[src/rtl/sa_skew_feeder.sv]
//==============================================================================
// Module      : sa_skew_feeder
// Description : Upstream input stage of the systolic array. Accepts one row
//               vector of an operand tile per beat and emits lane k of that
//               row k cycles after lane 0 (diagonal skew). Frames tiles by
//               blocking input while the skew pipe drains after the last row,
//               then pulses tile-done. Idle lanes carry zero with valid low.
// Revision    : 1.0 - initial release
//==============================================================================
`timescale 1ns/1ps
`default_nettype none

module sa_skew_feeder #(
    parameter int WIDTH    = 16,
    parameter int N        = 4,
    parameter int MAX_ROWS = 16
) (
    input  logic                 clk,
    input  logic                 rst_n,
    input  logic                 i_vld,
    output logic                 i_rdy,
    input  logic                 i_last,
    input  logic [N*WIDTH-1:0]   in_data,
    output logic [N-1:0]         o_vld,
    output logic [N*WIDTH-1:0]   out_data,
    output logic                 o_tile_done,
    output logic                 o_busy,
    output logic                 o_err
);

    localparam int c_cnt_w = $clog2(MAX_ROWS + 1);
    localparam int c_drn_w = (N > 1) ? $clog2(N) : 1;

    localparam logic [1:0] c_idle   = 2'd0;
    localparam logic [1:0] c_stream = 2'd1;
    localparam logic [1:0] c_drain  = 2'd2;

    logic [1:0]         r_state;
    logic [1:0]         w_state_nxt;
    logic [c_cnt_w-1:0] r_row_cnt;
    logic [c_drn_w-1:0] r_drn_cnt;
    logic               r_err;

    logic w_accept;
    logic w_at_limit;
    logic w_force;
    logic w_close;
    logic w_drn_end;

    assign w_accept   = i_vld && i_rdy;
    // The row that would make the count reach MAX_ROWS closes the tile even
    // without i_last; it still travels through the lanes like any other row.
    assign w_at_limit = (r_row_cnt == c_cnt_w'(MAX_ROWS - 1));
    assign w_force    = w_accept && !i_last && w_at_limit;
    assign w_close    = w_accept && (i_last || w_at_limit);
    // Final DRAIN cycle coincides with the tile's last row leaving lane N-1.
    assign w_drn_end  = (r_state == c_drain) && (r_drn_cnt == c_drn_w'(N - 1));

    // Ready depends on state only so the source never sees a vld->rdy path.
    assign i_rdy       = (r_state != c_drain);
    assign o_busy      = (r_state != c_idle);
    assign o_tile_done = w_drn_end;
    assign o_err       = r_err;

    // Tile framing state register.
    always_ff @(posedge clk or negedge rst_n) begin
        if (!rst_n) begin
            r_state <= c_idle;
        end else begin
            r_state <= w_state_nxt;
        end
    end

    // Next-state: open a tile on first row, drain after the closing row.
    always_comb begin
        w_state_nxt = r_state;
        case (r_state)
            c_idle, c_stream: begin
                if (w_close) begin
                    w_state_nxt = c_drain;
                end else if (w_accept) begin
                    w_state_nxt = c_stream;
                end
            end
            c_drain: begin
                if (w_drn_end) begin
                    w_state_nxt = c_idle;
                end
            end
            default: w_state_nxt = c_idle;
        endcase
    end

    // Rows accepted in the current tile; restarts when the tile closes.
    always_ff @(posedge clk or negedge rst_n) begin
        if (!rst_n) begin
            r_row_cnt <= '0;
        end else if (w_close) begin
            r_row_cnt <= '0;
        end else if (w_accept) begin
            r_row_cnt <= r_row_cnt + 1'b1;
        end
    end

    // Cycles spent in DRAIN; held at zero outside it.
    always_ff @(posedge clk or negedge rst_n) begin
        if (!rst_n) begin
            r_drn_cnt <= '0;
        end else if (r_state != c_drain) begin
            r_drn_cnt <= '0;
        end else begin
            r_drn_cnt <= r_drn_cnt + 1'b1;
        end
    end

    // One-cycle error pulse after a force-closing accept.
    always_ff @(posedge clk or negedge rst_n) begin
        if (!rst_n) begin
            r_err <= 1'b0;
        end else begin
            r_err <= w_force;
        end
    end

    // Per-lane skew chains of depth k+1 carrying {vld, data}.
    for (genvar k = 0; k < N; k++) begin : g_lane
        logic [WIDTH:0] r_pipe [0:k];

        // Shift a new element (or a zero bubble) into lane k every cycle.
        always_ff @(posedge clk or negedge rst_n) begin
            if (!rst_n) begin
                for (int s = 0; s <= k; s++) begin
                    r_pipe[s] <= '0;
                end
            end else begin
                r_pipe[0] <= w_accept ? {1'b1, in_data[k*WIDTH +: WIDTH]} : '0;
                for (int s = 1; s <= k; s++) begin
                    r_pipe[s] <= r_pipe[s-1];
                end
            end
        end

        assign o_vld[k]                   = r_pipe[k][WIDTH];
        assign out_data[k*WIDTH +: WIDTH] = r_pipe[k][WIDTH-1:0];
    end

endmodule

`default_nettype wire

[config.mk]
export PLATFORM = sky130hd
export DESIGN_NAME = sa_skew_feeder
export DESIGN_NICKNAME = d
export VERILOG_FILES = /design/src/rtl/sa_skew_feeder.sv
export SDC_FILE = /design/constraint.sdc
export NUM_CORES = 1
export LEC_CHECK = 0
export ABC_AREA = 1
export ABC_CLOCK_PERIOD_IN_PS = 4930
export CORE_ASPECT_RATIO = 0.9
export CORE_MARGIN = 5
export CORE_UTILIZATION = 45
export DETAILED_ROUTE_END_ITERATION = 16
export GPL_TIMING_DRIVEN = 0
export PLACE_DENSITY = 0.85
export SLEW_MARGIN = 25
export SYNTH_ARGS = -nofsm -noshare
export SYNTH_HDL_FRONTEND = slang
export SYNTH_SLANG_ARGS = --single-unit
[constraint.sdc]
create_clock -name clk -period 4.93 [get_ports clk]
set_clock_uncertainty 0.2 [all_clocks]
set_input_delay 0.7395 -clock clk [delete_from_list [all_inputs] [get_ports clk]]
set_output_delay 0.7395 -clock clk [all_outputs]
set_load 0.01 [all_outputs]
==> After elaboration in Yosys (flattened, before gate mapping) <==
Cells that the tools add are included.
{ "classes": {"add_sub_neg": 2, "n_mul": 0, "div": 0, "n_lt_le_gt_ge": 0, "eq_ne": 7, "n_shift": 0, "mux": 11, "bitwise_logic": 0, "n_reduce_logical": 12} }
{ "op_table": {"columns": ["cell", "count"], "rows": [
  ["$mux W17", 4],
  ["$mux W5", 2],
  ["$mux W2", 4],
  ["$add A5 B1 Y5 const B", 1],
  ["$eq A5 B4 Y1 const B", 1],
  ["$logic_and A1 B1 Y1", 5],
  ["$eq A2 B2 Y1 const B", 2],
  ["$ne A2 B2 Y1 const B", 2],
  ["$pmux W2 S2", 1],
  ["$reduce_bool A2 Y1", 2],
  ["$ne A3 B3 Y1 const B", 1],
  ["$add A2 B1 Y2 const B", 1],
  ["$eq A2 B1 Y1 const B", 1],
  ["$logic_not A2 Y1", 1],
  ["$reduce_and A2 Y1", 1],
  ["$reduce_or A2 Y1", 1],
  ["$logic_not A1 Y1", 1],
  ["$logic_or A1 B1 Y1", 1]
]} }
{ "word_totals": {"register_bits": 180, "latch_bits": 0, "mem_bits_rw": 0, "mem_bits_ro": 0, "input_bits": 68, "output_inout_bits": 72, "elab_cells": 46, "memories": 0} }

==> Depth between registers and ports, before layout <==
Gate-level depths: netlist of run 1.
{ "depth": {"ltp_word": 5, "mapped_depth": 8, "mapped_depth_nobuf": 8} }

==> Worst setup path after synthesis of run 1 <==
No wires, ideal clock.
{ "synth_timing": {"path_kind": "register to output", "startpoint": "register r_state[0]", "endpoint": "output o_tile_done", "arrival_time_ps": 814, "required_time_ps": 3990, "setup_slack_ps": 3177, "path_stages_with_launch": 4, "n_path_buf": 0, "path_cell_list": "dfrtp_1 -> inv_1 -> nand2_1 -> nor2_1"} }
{ "synth_between": {"elab_chain_len": 2} }
{ "synth_rtl": {"columns": ["item", "line_no", "source"], "rows": [
  ["start, declared", "38", "logic [1:0] r_state;"],
  ["start signal, assigned", "68", "r_state <= c_idle;"],
  ["start signal, assigned", "70", "r_state <= w_state_nxt;"],
  ["$eq A2 B2 Y1", "57", "assign w_drn_end = (r_state == c_drain) && (r_drn_cnt == c_drn_w'(N - 1));"],
  ["$logic_and A1 B1 Y1", "57", null],
  ["end, declared", "26", "output logic o_tile_done,"]
]} }
No other way between the ends.

==> Worst setup path in the final report of run 1 <==
Same ends and word-level chain as after synthesis.

==> results.md, run 1 <==
* Post-route ant nets at 0
* Die area at 15100 um^2
* Area leader, netlist: dfrtp_1
* TritonRoute pass-1 iters at 4
* CTS resizes at 0
* Pwr dens at 471 nW/um^2
* Reg-to-reg endpoint: r_row_cnt[3]
* Cell count after synthesis at 403
* Minimum clock period at 2.65 ns
* Final period util at a little over half
* RR Startpoint: r_row_cnt[0]
* CP endpoint: o_tile_done
* Initial core utilization at 45.6%
* Worst min path class: input port to async pin
* Worst path cell trace: inv_1 -> nand2_1 -> nor2_1 -> clkdlybuf4s50_1
* Post-DR vias/cell at a little over 4
* Top Usage Layer GRT: met2
* Startpoint Class: flop
* Maximum vdd drop at 0.000216 V
* Multi-input gate area at 657 um^2
* M2 GR Usage at 23.2%
* Max Fclk at ~380 MHz
* Die Wd at approximately 130 um
* Synth async-reset ratio at between 90% and 100%
* Final Wtd Congestion at 0.749
* Post-CTS Hold Buffers at 0
* Measured slew at the worst slew-check pin at roughly 0.63 ns
* Synth Register Bits at 174
* H-tree depth at 4
* DP Cell Count at 707
* Worst endpoint required time at approximately 4 ns
* Area growth syn-to-layout at 39.3%
* Post-synth EDFFs at 0
* Util after Layout at 63.5%
* Insertion delay to the later sink of the worst-skew pair at 0.41 ns
* Final hold violations at 0
* Syn. warnings at 0
* First-pass GRT wire length at 15.6 mm
* Mapped Area at 5740 um^2
* Worst hold slack at between 0.1 and 0.15 ns
* Final std cells w/o fill at 739
* Port Buffer Count at 139
* Max_slew headroom at 57.8%
* Critical-path top delay cell: clkdlybuf4s50_1
* HPWL Detailed at 6.74 mm
* Area contributors post-synth: dfrtp_1 (76%), buf_4 (6.8%), nor2_4 (5.9%)
* Synth unique cells at 20
* RSZ-0062 raised after global routing: no
* Met1 usage at 15.6%
* Mapped Nets at around 470
* Max-slew violations at 0
* GRT overflow at 0
* FF-to-FF path depth at 8
* Crit end category: output port
* Routed WL per cell at 12.5 um
* FF+latch area at ~4400 um^2
* Sequential area share after synthesis at 75.8%
* CP Launch Point: r_state[0]
* Largest net degree at the start of global routing at 90
* WP data arrival at between 1.5 and 2 ns
* Setup Viol. Count Final at 0
* Reg2reg setup slack at about 3.0 ns
* GRT Total Usage at 13.8%
* DRC violations left at 0
* Pleak at 4.04 nW
* Most frequent cell after synthesis: dfrtp_1
* Worst-path clk slew at 0.06 ns
* Layout cells sized above 1 at 21.4%
* Outcome: completed
* Commonest cells in the synthesized netlist: dfrtp_1 (174), inv_1 (71), buf_4 (52), nor2_1 (42), nor2_4 (30)
* Avg Synthesized Cell Area at 14.3 um^2
* Routed vias at 3008
* Design area at 8000 um^2
* Number of diodes at 0
* TritonCTS clock tree: yes
* Initial antenna violation count at 0
* Crit Path Max Fanout at 5
* CTS Root Cell: clkbuf_16
* Post-Route WL at 9.21 mm
* Max cap viols at 0
* Global-route track usage on met3 at 4.04%
* Postcts setup bufs at 0
* Dpl cell area at roughly 7400 um^2
* Overall die height at 117 um
* Post-synth top area share at 75.8%
* CORE AREA at between 10000 and 15000 um^2
* Vias in the first global route at 3286
* Num CTS Buffers at 17
* Fill cell count at 936
* CTS sink cnt at 174
* Critical Path Max Stage Delay at ~0.54 ns
* Clk buf depth at 2
* IO Count at 140
* Crit Path Class: flop to output port
* Total Nets Final at 633
* Std-Cell Rows at 39
* Initial DRC Count at 126
* Top_reg_cell synth: dfrtp_1
## cell families (layout without fill, tap and decap cells)
| logic type | after synthesis | count (layout) | share of synthesized area, % |
|---|---|---|---|
| adders and majority gates | 3 | 3 | 0.654 |
| buffers and inverters | 131 | 303 | 12.7 |
| DFF | 174 | 174 | 75.8 |
| xor gates and xnor gates | 1 | 1 | 0.153 |
| and+or+nand+nor | 88 | 88 | 9.83 |
| AOI/OAI and AO/OA | 6 | 6 | 0.806 |
## placed cells by master, fill, tap and decap left out, types with 2 or more instances in the layout
cell type and count:
nand2_1 11, bufinv_16 4, clkdlybuf4s50_1 138, clkinv_2 2, inv_1 71, buf_2 3, clkbuf_8 2, nor2_1 42
clkinvlp_4 3, buf_8 4, nand3_1 3, dfrtp_1 174, clkbuf_16 17, nor2_4 30, buf_4 52, ha_1 3
clkbuf_1 3, o22ai_1 2
## power by group
group | switching, mW | internal [mW] | total, mW
clock | 0.507 | 0.874 | 1.38
combinational | 0.293 | 0.367 | 0.660
sequential | 0.0781 | 1.65 | 1.73
## metal layers
layer | vias to the layer above | part of all wire, % | routed length, um
li1 | 1435 | - | -
met1 | 1451 | 37 | 3430
met2 | 93 | 54 | 4950
met3 | 29 | 4.9 | 450
met4 | 0 | 4.1 | 376
met5 | - | 0 | 0
## registers in the layout, indices dropped and copies added, names as in the netlist
register	cells
g_lane.r_pipe	113
o_err	1
o_vld	3
out_data	48
r_drn_cnt	2
r_row_cnt	5
r_state	2
## worst min path at each step
stage                    startpoint                    to  depth (start not counted)
2_1_floorplan  g_lane[2].r_pipe[34]  g_lane[2].r_pipe[17]                          0
3_3_place_gp   g_lane[2].r_pipe[41]  g_lane[2].r_pipe[24]                          0
3_5_place_dp   g_lane[3].r_pipe[39]  g_lane[3].r_pipe[22]                          0
4_1_cts                       rst_n  g_lane[3].r_pipe[64]                          1
5_1_grt        g_lane[3].r_pipe[30]          out_data[61]                          0
6_report                      rst_n            r_state[1]                          1
## metrics by stage
step / setup WS (ns) / TNS, ns / power, mW
after floorplan: 3.18 / 0 / 2.08
after global placement: -3.38 / -585.86 / 2.39
after detailed placement: 2.55 / 0 / 2.43
after CTS: 2.26 / 0 / 3.82
after global routing: 2.18 / 0 / 3.95
final: 2.28 / 0 / 3.77
## cell type report
cell class / instances / area share [%]
Buffer: 59 / 5.77
Sequential cell: 174 / 54.4
Multi-Input combinational cell: 98 / 8.21
Clock buffer: 22 / 5.80
Timing Repair Buffer: 140 / 17.8
Clock inverter: 10 / 2.02
Inverter: 72 / 3.38
Tap cell: 164 / 2.57
## critical path, delay by kind of cell, from the launching register on
kind / cells / cell delay [ns]
buf+inv: 2 / 0.67
flops: 1 / 0.37
simple gates: 2 / 0.25
No activity file was read; power rests on OpenSTA's default activity.
==> run 2: changes to the inputs <==
Settings changed: ABC_CLOCK_PERIOD_IN_PS 4930 to 2200, CORE_UTILIZATION 45 to 44, PLACE_DENSITY 0.85 to 0.86.
Clock period 4.93 ns to 2.2 ns, I/O delays scaled along.
==> results.md, run 2 (synthesis gave the netlist of run 1 again) <==
* Area growth syn-to-layout at 39.8%
* Design area at 8030 um^2 (+0.38%)
* Final period util at between 90% and 100%
* Startpoint Class: flop
* CTS sink cnt at 174 (unchanged)
* TNS Setup at 0 ns (unchanged)
* RSZ-0062 raised after global routing: no
* Delay-heaviest family, CP: buffers and inverters
* Hold depth at 0
* Worst path cell trace: inv_1 -> nand2_2 -> clkdlybuf4s50_1
* Post-Route WL at 9.98 mm (+8.4%)
* HPWL Detailed at 6.94 mm (+2.9%)
* Worst-path clk slew at 0.07 ns (about the same)
* GRT overflow at 0 (unchanged)
* Measured slew at the worst slew-check pin at 0.624 ns (-0.00892 ns)
* Minimum clock period at about 2.1 ns
* Routed vias at 3019 (+0.37%)
* Sw Pwr at 2.09 mW (+140%)
* Num CTS Buffers at 17 (unchanged)
* Hold worst-path end: out_data[51]
* Max cap viols at 0 (unchanged)
* Die Wd at 130 um (+1.0%)
* Max_slew headroom at 58.4% (+0.60 points)
* Layout cells sized above 1 at 22.2% (+0.83 points)
* Worst Path Buf+Inv at 2 (unchanged)
* Outcome: completed
* Port Buffer Count at 139 (unchanged)
* First-pass GRT wire length at 16.8 mm (+7.4%)
* DP Cell Count at 707 (unchanged)
* TritonCTS clock tree: yes
* Dpl cell area at 7370 um^2 (unchanged)
* Pleak at 4.06 nW (+0.66%)
* CORE AREA at 12700 um^2 (+1.2%)
* Max-slew violations at 0 (unchanged)
* CTS Root Cell: clkbuf_16
* Crit Path Max Fanout at 5 (unchanged)
* Routed WL per cell at 13.5 um (+8.2%)
* Post-route ant nets at 0 (unchanged)
* GRT Total Usage at 14.3% (+0.57 points)
* Crit Path Class: flop to output port
* Largest net degree at the start of global routing at 92 (+2.2%)
* Hold wc startpoint: g_lane[3].r_pipe[20]
* Postcts setup bufs at 0 (unchanged)
* RR Startpoint: r_row_cnt[0]
* Final hold violations at 0 (unchanged)
* Insertion delay to the later sink of the worst-skew pair at 0.42 ns (about the same)
* Worst endpoint required time at 1.67 ns (-2.32 ns)
* Reg2reg setup slack at 0.27 ns (-2.73 ns)
* Max Fclk at between 400 and 500 MHz
* WP data arrival at 1.55 ns (-0.16 ns)
* Clk pwr share at 37.4% (+0.7 points)
* H-tree depth at 4 (unchanged)
* Std-Cell Rows at 39 (unchanged)
* Internal power at 6.47 mW (+120%)
* Crit end category: output port
* Initial DRC Count at 159 (+26%)
* Most frequent cells in the layout: dfrtp_1 (173), clkdlybuf4s50_1 (136), inv_1 (71), buf_4 (52), nor2_1 (42)
* Vias in the first global route at 3417 (+4.0%)
* Critical Path Max Stage Delay at 0.49 ns (-0.05 ns)
* Initial antenna violation count at 0 (unchanged)
* FF-to-FF path depth at 8 (unchanged)
* Final std cells w/o fill at 740 (+0.14%)
* Critical-path top delay cell: clkdlybuf4s50_1
* Register share of total power at 45.3% (-0.5 points)
* Initial core utilization at 45.1% (-0.52 points)
* Setup Viol. Count Final at 0 (unchanged)
* Total Nets Final at 634 (+0.16%)
* Combinational fraction of design power at 17.3% (-0.2 points)
* Worst min path class: flop to flop
* Fill cell count at 944 (+0.85%)
* Max reg flops at 113 (unchanged)
* Final Wtd Congestion at 0.735 (-1.8%)
* Pwr dens at 1070 nW/um^2 (+130%)
* Maximum vdd drop at 0.000510 V (+140%)
* Clk buf depth at 2 (unchanged)
* Reg-to-reg endpoint: r_row_cnt[3]
* IO Count at 140 (unchanged)
* Number of diodes at 0 (unchanged)
* Most flops, register: g_lane.r_pipe
* DRC violations left at 0 (unchanged)
* CP Launch Point: r_state[0]
* Post-DR vias/cell at 4.08 (+0.23%)
* Die area at 15400 um^2 (+2.1%)
* TritonRoute pass-1 iters at 4 (unchanged)
* Sw Share at 24.4% (+1.1 points)
* Overall die height at 118 um (+1.0%)
* Most common cell after layout, fill and taps aside: dfrtp_1
run 2: changes by cell type in the layout (fill, tap and decap cells not counted), sizes merged:
cell	change
inv	+5
clkbuf	-4
clkdlybuf4s50	-2
clkinvlp	-2
dlygate4sd2	+2
clkinv	+1
dlygate4sd3	+1
run 2: through the flow:
stage / util [%] / power [mW] / worst slack [ns] / hold slack, ns
floorplan: - / 4.65 / 0.513 / -0.166
global placement: 57.6 / 5.36 / -5.73 / 0.131
detailed placement: 57.9 / 5.44 / 0.260 / 0.135
CTS: 63.0 / 8.67 / 0.0502 / 0.144
global route: 63.0 / 8.96 / 0.0277 / 0.153
finish: 63.0 / 8.56 / 0.117 / 0.142
run 2: metal layers:
metal,wire (um),share of wire [%],global-route usage (%),up-vias
met5,0,0,0,-
met4,282,2.8,7.65,0
met3,571,5.7,5.23,21
met2,5630,56,24.4,89
met1,3500,35,15.4,1478
li1,-,-,-,1431
run 2: what timing repair did:
item,in CTS,in global routing
endpoints found under the setup margin,2,1
gates resized for setup,3,1
cloned,0,0
hold buffers,1,0
endpoints found under the hold margin,83,0
run 2: worst max-delay path by stage:
stage	endpoint	slack [ns]	cells after the start
detailed placement	g_lane[3].r_pipe[61]	0.26	7
CTS	i_rdy	0.05	2
global placement	g_lane[2].r_pipe[21]	-5.73	1
floorplan	r_state[1]	0.51	7
global route	i_rdy	0.03	3
finish	i_rdy	0.12	3
run 2: power by group through the flow:
stage,clock network (mW),logic [mW],registers [mW]
finish,3.20,1.48,3.88
global route,3.41,1.61,3.93
CTS,3.27,1.51,3.88
detailed placement,0,1.51,3.93
global placement,0,1.46,3.90
floorplan,0,0.762,3.89
run 2: final cells by class:
| class | instances | area [um^2] | area share, % |
|---|---|---|---|
| Inverter | 72 | 270 | 3.37 |
| Tap cell | 164 | 205 | 2.56 |
| Buffer | 59 | 462 | 5.75 |
| Sequential cell | 174 | 4360 | 54.3 |
| Clock inverter | 14 | 205 | 2.56 |
| Clock buffer | 18 | 439 | 5.47 |
| Timing Repair Buffer | 141 | 1430 | 17.8 |
| Multi-Input combinational cell | 98 | 659 | 8.21 |
==> run 3: changes to the inputs <==
Settings changed: ABC_CLOCK_PERIOD_IN_PS 2200 to 2300, CORE_UTILIZATION 44 to 45, CTS_BUF_LIST from default to sky130_fd_sc_hd__clkbuf_8, HOLD_SLACK_MARGIN from default to 0.12, PLACE_DENSITY 0.86 to 0.85.
Clock period 2.2 ns to 2.3 ns, I/O delays scaled along.
==> results.md, run 3 (synthesis gave the netlist of run 1 again) <==
* Fill cell count at 948 (+0.42%)
* Worst min path class: flop to flop
* IO Count at 140 (unchanged)
* HPWL Detailed at 6.74 mm (-2.8%)
* Reg2reg setup slack at 0.33 ns (+0.06 ns)
* Vias in the first global route at 3259 (-4.6%)
* CTS sink cnt at 174 (unchanged)
* Final period util at 95.5%
* TritonCTS clock tree: yes
* Outcome: completed
* Post-DR vias/cell at 4.04 (-1.1%)
* Final Wtd Congestion at 0.749 (+1.8%)
* Most frequent cells in the layout: dfrtp_1 (173), clkdlybuf4s50_1 (137), inv_1 (73), buf_4 (54), nor2_1 (42)
* Setup Viol. Count Final at 0 (unchanged)
* Die area at 15100 um^2 (-2.0%)
* Initial antenna violation count at 0 (unchanged)
* CTS Root Cell: clkbuf_8
* Max reg flops at 113 (unchanged)
* Multi-input gate area at 659 um^2 (unchanged)
* Post-route ant nets at 0 (unchanged)
* CP Launch Point: r_state[1]
* Largest net degree at the start of global routing at 90 (-2.2%)
* Design area at 7840 um^2 (-2.4%)
* Die Wd at 129 um (-1.0%)
* Overall die height at 117 um (-1.0%)
* Hold wc startpoint: g_lane[2].r_pipe[18]
* DRC violations left at 0 (unchanged)
* Clk buf depth at 2 (unchanged)
* Worst hold slack at 0.146 ns (+0.00442 ns)
* FF-to-FF path depth at 6 (-2)
* Pwr dens at 939 nW/um^2 (-12%)
* WP data arrival at 1.65 ns (+0.10 ns)
* Worst endpoint required time at 1.75 ns (+0.08 ns)
* Pre-CTS setup slack at 0.314 ns (+0.0536 ns)
* GRT Total Usage at 13.5% (-0.80 points)
* First-pass GRT wire length at 15.3 mm (-8.6%)
* Max-slew violations at 0 (unchanged)
* Port Buffer Count at 139 (unchanged)
* DP Cell Count at 707 (unchanged)
* TritonRoute pass-1 iters at 4 (unchanged)
* Layout cells sized above 1 at 22.1% (-0.077 points)
* Maximum vdd drop at 0.000382 V (-25%)
* Critical Path Max Stage Delay at 0.48 ns (about the same)
* Initial DRC Count at 145 (-8.8%)
* Crit Path Class: flop to output port
* Startpoint Class: flop
* Total Power at 7.36 mW (-14%)
* Area growth syn-to-layout at 36.5%
* Crit end category: output port
* Number of diodes at 0 (unchanged)
* Final std cells w/o fill at 742 (+0.27%)
* Worst path cell trace: or2_2 -> clkdlybuf4s50_1
* Dpl cell area at 7370 um^2 (unchanged)
* Max cap viols at 0 (unchanged)
* Max Fclk at 455 MHz
* Initial core utilization at 45.6% (+0.52 points)
* Worst-path clk slew at 0.08 ns (about the same)
* Crit Path Max Fanout at 5 (unchanged)
* Critical-path top delay cell: clkdlybuf4s50_1
* CP endpoint: o_busy
* RR Startpoint: r_row_cnt[0]
* H-tree depth at 4 (unchanged)
* TNS Setup at 0 ns (unchanged)
* Util after Layout at 62.3% (-0.78 points)
* Most flops, register: g_lane.r_pipe
* Final hold violations at 0 (unchanged)
* Final worst slack at 0.103 ns (-0.0144 ns)
* Max_slew headroom at 57.0% (-1.4 points)
* Std-Cell Rows at 39 (unchanged)
* Insertion delay to the later sink of the worst-skew pair at 0.44 ns (+0.02 ns)
* FF+latch area at 4360 um^2 (unchanged)
* RSZ-0062 raised after global routing: no
* Measured slew at the worst slew-check pin at 0.645 ns (+0.0212 ns)
* Num CTS Buffers at 17 (unchanged)
* Most common cell after layout, fill and taps aside: dfrtp_1
* Routed WL per cell at 12.2 um (-9.2%)
* Post-Route WL at 9.09 mm (-8.9%)
* CORE AREA at 12600 um^2 (-1.1%)
* Routed vias at 2995 (-0.79%)
* Total Nets Final at 636 (+0.32%)
* GRT overflow at 0 (unchanged)
* Pleak at 3.99 nW (-1.7%)
* Minimum clock period at 2.20 ns
* Reg-to-reg endpoint: r_state[0]
[run 3: changes by cell type in the layout (fill, tap and decap cells not counted), moves of 2 or more]
cell           change
clkbuf_8          +18
clkbuf_16         -17
inv_6              -4
buf_4              +2
clkinv_4           -2
clkinvlp_4         +2
dlygate4sd2_1      -2
inv_1              +2
[run 3: critical path: cells and delay by family, from the launching register on]
family	cells	cell delay, ns
buf+inv	1	0.48
flops	1	0.44
simple gates	1	0.29
[run 3: routing by layer]
layer  up-vias  part of all wire [%]  GRT usage [%]  wire [um]
li1       1435                     -              -          -
met1      1438                    38           15.6       3430
met2       100                    53           22.2       4860
met3        22                   5.6           4.45        513
met4         0                   3.2           8.05        288
met5         -                     0              0          0
[run 3: power breakdown]
group / internal, mW / switching, mW / leakage (nW) / total [mW]
registers: 3.53 / 0.162 / 2.28 / 3.69
logic: 0.811 / 0.639 / 1.49 / 1.45
clock network: 1.23 / 0.992 / 0.222 / 2.22
[run 3: what timing repair did]
item,CTS,global route
setup endpoints to repair,1,2
resized for setup,1,3
hold endpoints to repair,88,0
gates cloned,0,0
pin swaps,0,0
setup buffers,0,2
hold buffers,1,0
[run 3: worst min-delay path by stage]
stage                           end  slack [ns]  depth (start not counted)
6_report               out_data[33]        0.15                          0
5_1_grt                out_data[61]        0.15                          0
4_1_cts                out_data[33]        0.15                          0
3_5_place_dp   g_lane[3].r_pipe[22]        0.13                          0
3_3_place_gp   g_lane[2].r_pipe[24]        0.13                          0
2_1_floorplan   g_lane[0].r_pipe[0]       -0.15                          0
[run 3: cell type report]
type	instances	share of cell area [%]
clock buffers	19	3.34
plain buffers	59	5.89
inverters	72	3.45
flip-flops and latches	174	55.6
well taps	164	2.62
multi-input cells	98	8.41
clock inverters	13	2.20
repair buffers	143	18.5
